--- src/rtl/pwm_servo_array.sv ---
// -----------------------------------------------------------------------------
// pwm_servo_array
//   Multi-channel hobby-servo PWM generator. All channels share one frame
//   counter. At every frame boundary each channel's current angle steps toward
//   its target. The pulse width for the coming frame is latched at the same
//   boundary, so a width or enable change never truncates a pulse.
//
//   Optional feature (compile-time macro):
//     PWM_SERVO_SLEW_EN  defined   : cur moves at most STEP codes per frame
//                        undefined : cur jumps to target at every boundary
//
// Ports
//   clk         in   system clock, rising edge
//   rst         in   asynchronous reset, active low
//   enable      in   [NUM_CH]          per-channel pulse enable, sampled at boundaries
//   angle_in    in   [NUM_CH*ANGLE_W]  packed targets, ch i at [i*ANGLE_W +: ANGLE_W]
//   load        in   one-cycle strobe that captures all targets (clamped to ANGLE_MAX)
//   pwm_out     out  [NUM_CH]          registered servo pulses
//   busy        out  high while any channel's current angle differs from its target
//   frame_tick  out  high on the last cycle of each frame
// -----------------------------------------------------------------------------
module pwm_servo_array #(
   parameter int NUM_CH    = 3,
   parameter int ANGLE_W   = 7,
   parameter int ANGLE_MAX = 127,
   parameter int CLK_HZ    = 50_000_000,
   parameter int PWM_HZ    = 50,
   parameter int MIN_US    = 1000,
   parameter int MAX_US    = 2000,
   parameter int STEP      = 4
) (
   input  logic                      clk,
   input  logic                      rst,
   input  logic [NUM_CH-1:0]         enable,
   input  logic [NUM_CH*ANGLE_W-1:0] angle_in,
   input  logic                      load,
   output logic [NUM_CH-1:0]         pwm_out,
   output logic                      busy,
   output logic                      frame_tick
);

   localparam int PERIOD  = CLK_HZ / PWM_HZ;
   localparam int MIN_CYC = CLK_HZ / 1_000_000 * MIN_US;
   localparam int MAX_CYC = CLK_HZ / 1_000_000 * MAX_US;
   localparam int CNT_W   = $clog2(PERIOD);

`ifdef PWM_SERVO_SLEW_EN
   localparam bit SLEW_ON = 1'b1;
`else
   localparam bit SLEW_ON = 1'b0;
`endif
   // Without slew limiting, a limit larger than any possible angle difference
   // makes every boundary land exactly on the target.
   localparam int LIMIT = SLEW_ON ? STEP : (1 << ANGLE_W);

   localparam logic [ANGLE_W-1:0] AMAX = ANGLE_W'(ANGLE_MAX);
   localparam logic [ANGLE_W-1:0] HALF = ANGLE_W'(ANGLE_MAX / 2);

   typedef enum logic {HOLD = 1'b0, SLEW = 1'b1} ch_state_e;

   logic [CNT_W-1:0]   cnt_q, cnt_d;
   logic [ANGLE_W-1:0] cur_q [NUM_CH];
   logic [ANGLE_W-1:0] cur_d [NUM_CH];
   logic [ANGLE_W-1:0] tgt_q [NUM_CH];
   logic [ANGLE_W-1:0] tgt_d [NUM_CH];
   logic [CNT_W-1:0]   w_q   [NUM_CH];
   logic [CNT_W-1:0]   w_d   [NUM_CH];
   ch_state_e          state_q [NUM_CH];
   ch_state_e          state_d [NUM_CH];
   logic [NUM_CH-1:0]  pwm_q, pwm_d;
   logic               boundary;

   // Pulse width in clock cycles for a given angle code.
   function automatic logic [CNT_W-1:0] width_of(input logic [ANGLE_W-1:0] a);
      logic [31:0] span;
      span = 32'(a) * 32'(MAX_CYC - MIN_CYC) / 32'(ANGLE_MAX);
      return CNT_W'(32'(MIN_CYC) + span);
   endfunction

   // One slew step of at most LIMIT codes from cur toward tgt.
   function automatic logic [ANGLE_W-1:0] step_toward(input logic [ANGLE_W-1:0] cur,
                                                      input logic [ANGLE_W-1:0] tgt);
      int c;
      int t;
      c = int'(cur);
      t = int'(tgt);
      if (t - c > LIMIT)      return ANGLE_W'(c + LIMIT);
      else if (c - t > LIMIT) return ANGLE_W'(c - LIMIT);
      else                    return tgt;
   endfunction

   assign boundary   = (cnt_q == CNT_W'(PERIOD - 1));
   assign frame_tick = boundary;
   assign cnt_d      = boundary ? '0 : cnt_q + 1'b1;
   assign pwm_out    = pwm_q;

   always_comb begin
      // NOTE: every variable gets a default before any branch so no latch is inferred.
      for (int i = 0; i < NUM_CH; i++) begin
         tgt_d[i]   = tgt_q[i];
         cur_d[i]   = cur_q[i];
         w_d[i]     = w_q[i];
         state_d[i] = state_q[i];

         if (load) begin
            tgt_d[i] = (angle_in[i*ANGLE_W +: ANGLE_W] > AMAX) ? AMAX
                                                               : angle_in[i*ANGLE_W +: ANGLE_W];
         end

         // The boundary works from tgt_q, so a load landing on the same edge
         // only takes effect at the following boundary.
         if (boundary) begin
            if (state_q[i] == SLEW) cur_d[i] = step_toward(cur_q[i], tgt_q[i]);
            w_d[i] = enable[i] ? width_of(cur_d[i]) : '0;
         end

         case (state_q[i])
            HOLD:    if (tgt_d[i] != cur_d[i]) state_d[i] = SLEW;
            SLEW:    if (tgt_d[i] == cur_d[i]) state_d[i] = HOLD;
            default: state_d[i] = HOLD;
         endcase

         // Computed from next-cycle values so the registered pulse lines up
         // exactly with cnt in [0, W-1].
         pwm_d[i] = (cnt_d < w_d[i]);
      end
   end

   always_comb begin
      busy = 1'b0;
      for (int i = 0; i < NUM_CH; i++) busy = busy | (cur_q[i] != tgt_q[i]);
   end

   // NOTE: sequential state uses non-blocking assignments only; the small
   // per-channel register arrays are reset like any other flop.
   always_ff @(posedge clk or negedge rst) begin
      if (!rst) begin
         cnt_q <= '0;
         pwm_q <= '0;
         for (int i = 0; i < NUM_CH; i++) begin
            cur_q[i]   <= HALF;
            tgt_q[i]   <= HALF;
            w_q[i]     <= '0;
            state_q[i] <= HOLD;
         end
      end else begin
         cnt_q <= cnt_d;
         pwm_q <= pwm_d;
         for (int i = 0; i < NUM_CH; i++) begin
            cur_q[i]   <= cur_d[i];
            tgt_q[i]   <= tgt_d[i];
            w_q[i]     <= w_d[i];
            state_q[i] <= state_d[i];
         end
      end
   end

endmodule

--- config.mk ---
export PLATFORM = sky130hd
export DESIGN_NAME = pwm_servo_array
export DESIGN_NICKNAME = d
export VERILOG_FILES = /design/src/rtl/pwm_servo_array.sv
export SDC_FILE = /design/constraint.sdc
export NUM_CORES = 1
export LEC_CHECK = 0
export CAP_MARGIN = 10
export CORE_ASPECT_RATIO = 2
export CORE_MARGIN = 4
export CORE_UTILIZATION = 40
export CTS_CLUSTER_SIZE = 30
export DETAILED_ROUTE_END_ITERATION = 8
export RECOVER_POWER = 100
export SETUP_SLACK_MARGIN = 0.05
export SYNTH_ARGS = -nofsm -noshare
export SYNTH_HDL_FRONTEND = slang
export SYNTH_SLANG_ARGS = --single-unit
--- constraint.sdc ---
create_clock -name clk -period 12.55 [get_ports clk]
set_input_delay 2.51 -clock clk [delete_from_list [all_inputs] [get_ports clk]]
set_output_delay 2.51 -clock clk [all_outputs]
set_load 0.1 [all_outputs]
==> flow_metrics.tcl <==
set metrics [dict create \
    worstSetupEndpointType "register" \
    wl_mm 94.09 \
    crit_type "reg -> reg" \
    clockRootBuffer "clkbuf_16" \
    met2_usage_pct 57.63 \
    place.gp.congestion 0.9825 \
    synth_top_family_by_area "compound AO/OA/AOI/OAI gates" \
    cts_tree "built" \
    ys_seq_area_share_pct 14.57 \
    cts_buffers 17 \
    synth-edff-count 0 \
    cp-start-kind "register" \
    busiest_layer "met2" \
    synthAdderAreaFrac_pct 14.27 \
    status "finished with violations" \
    crit_top_cell "buf_4" \
    fmax_mhz 77.04 \
    dp.final_hpwl_mm 70.23 \
    use_met3_pct 2.307 \
    grt_use_met1_pct 25.76 \
    synth-simple-area-share_pct 23.72 \
    die_area_sq_mm 0.05981 \
    rsz0062_at_grt "true" \
    postSynthCellCount 2796 \
    drtIter0Drc 1275 \
    die_w_um 174.9 \
    synthXorXnorAreaFrac_pct 7.795 \
    r2r_slack_ns -0.43 \
    timing.final.crit_share_pct 103.4 \
    grt_pass1_vias 28860 \
    crit_required_ns 12.90 \
    finClkSkew_ns 0.008502 \
    io_buffers 31 \
    die_y_um 341.9 \
    worst_slew_pin_slew_ns 3.645 \
    track_usage_pct 28.30 \
    drt_pass1_iterations 5 \
    htreeDepth 4 \
    whs_path_depth 2 \
    slowest_stage "or4_4" \
    hp-class "reg -> reg" \
    nets 4204 \
    final_antenna_net_count 0 \
    yosysWarnings 0 \
    grt.overflow.total 0 \
    maxCapViolations 2 \
    path_clk_slew_ns 0.06 \
    cts_buffer_depth 2 \
    syn_area_sq_mm 0.02230 \
    synth.distinct_cells 138 \
    post_drt_wl_per_cell_um 20.04 \
    synthMuxAreaShare_pct 3.923 \
    antenna_found_initial 3 \
    final_common_cell "buf_4" \
    io_pins 32 \
    drive_gt1_share_pct 49.40 \
    area_growth_pct 66.08 \
    start_util_pct 40.35 \
    synth-compound-area-share_pct 32.03 \
    worstHoldStart "w_q[38]" \
    ys_ff_latch 128 \
    coreArea_sq_mm 0.05526 \
    worstPathArrival_ns 13.33 \
    insertion_delay_ns 0.42 \
    setup_ws_ns -0.4307 \
    drc_errors 0 \
    cp_slowest_stage_delay_ns 0.55 \
    synth_flop_cell "dfrtp_1" \
    r2r_start "state_q[1]" \
    period_needed_ns 12.98 \
    grt_max_degree 70 \
    synth_area_per_cell_sq_um 7.974 \
    hold_viol_final 0 \
    maxSlewHeadroom_pct -143.0 \
    setup_viol 5 \
    viasPerCell 5.917 \
    critPathMaxFanout 5 \
    r2r_cells 61 \
    slew_viol_final 131 \
    r2r-end "pwm_out[1]" \
    row_count 122 \
    cts.sinks 128 \
    utilization_pct 67.01 \
    hold_end "w_q[38]" \
    async_flop_share_pct 100.0 \
    violations "max-capacitance violations, max-slew violations, negative setup slack" \
    via_count 27780 \
    grt_first_pass_wirelength_mm 139.8 \
    most-common-layout-cells "buf_4 (1096), nand2_1 (223), nor2_1 (192), ha_1 (153), inv_1 (113)" \
]
[cells in the mapped netlist (27+ instances only)]
library cell	count	area share (%)
clkbuf_1	37	0.62
mux2_2	53	2.7
o21ai_0	120	2.7
nor2_1	228	3.8
a211oi_1	43	1.4
xor2_1	79	3.1
a21oi_1	144	3.2
inv_1	123	2.1
nor3_1	75	1.7
ha_1	223	13
o211ai_1	46	1.5
o21a_1	64	2.2
and3_1	44	1.2
or3_1	35	0.98
and2_1	51	1.4
dfrtp_1	92	10
o21ai_1	27	0.61
nor4_1	27	0.76
dfstp_2	36	4.2
a21o_1	67	2.3
xnor2_1	105	4.1
nand2_1	239	4.0
nand4_1	46	1.3
nand3_1	91	2.0
[how the worst max path moves through the flow]
| stage | to | startpoint | cells after the start |
|---|---|---|---|
| 6_report | pwm_out[1] | state_q[1] | 61 |
| 3_5_place_dp | pwm_out[1] | state_q[1] | 54 |
| 2_1_floorplan | pwm_out[1] | state_q[1] | 57 |
| 3_3_place_gp | pwm_out[1] | state_q[1] | 50 |
| 4_1_cts | pwm_out[1] | state_q[1] | 57 |
| 5_1_grt | pwm_out[1] | state_q[1] | 64 |
[layout make-up]
cell class	count	area [sq um]
timing repair buffer	1191	9250
fill	4376	18230
tap	744	930.9
multi-input combinational	2472	22560
sequential	128	3248
clock inverter	4	26.28
antenna	2	5.005
clock buffer	28	528.0
inverter	126	481.7
[what timing repair did]
item,CTS,global route
endpoints found under the hold margin,0,0
pin swaps,126,304
hold buffers,0,0
buffers inserted,79,126
endpoints found under the setup margin,9,10
gates resized for setup,342,457
[layer usage]
layer | vias up | wire (um)
li1 | 12980 | -
met1 | 13510 | 31560
met2 | 836 | 52490
met3 | 450 | 2453
met4 | 2 | 7568
met5 | - | 18
[cell families (layout without fill, tap and decap cells)]
family / count (synthesis) / after routing
adders and majority gates: 244 / 244
buffers and inverters: 201 / 1349
AOI/OAI and AO/OA: 938 / 938
xor gates and xnor gates: 191 / 191
and+or+nand+nor: 1013 / 1013
other: 1 / 8
muxes: 80 / 80
DFF: 128 / 128
[worst max-delay path, delay by kind of cell, from the launching register on]
| family | cells | cell delay [ns] |
|---|---|---|
| AO/OA/AOI/OAI | 20 | 4.22 |
| XOR/XNOR | 1 | 0.12 |
| adder cells (fa/ha/maj) | 7 | 1.79 |
| buffers and inverters | 14 | 2.13 |
| flip-flops | 1 | 0.39 |
| multiplexers | 1 | 0.34 |
| AND/OR/NAND/NOR | 18 | 3.92 |
[per-stage QoR]
step	hold slack, ns	setup WS [ns]	setup TNS, ns	instance area, sq um	instances
final	0.4667	-0.4307	-1.004	37030	4695
after global routing	0.4811	-0.9046	-3.726	37030	4693
after CTS	0.4676	-0.3892	-0.3892	33570	4572
after detailed placement	0.4495	-1.064	-3.903	30660	4461
after global placement	0.4440	-0.9808	-3.038	30660	4461
after floorplan	0.4317	0.05849	0	22550	2801
[registers in the layout (all words and copies together) (netlist names)]
register	flops
w_q	60
cur_q	21
tgt_q	21
cnt_q	20
pwm_out	3
state_q	3
Power is left out: the tool's default activity adds up to more than one toggle a clock period on the data nets, which glitch-free logic cannot reach.
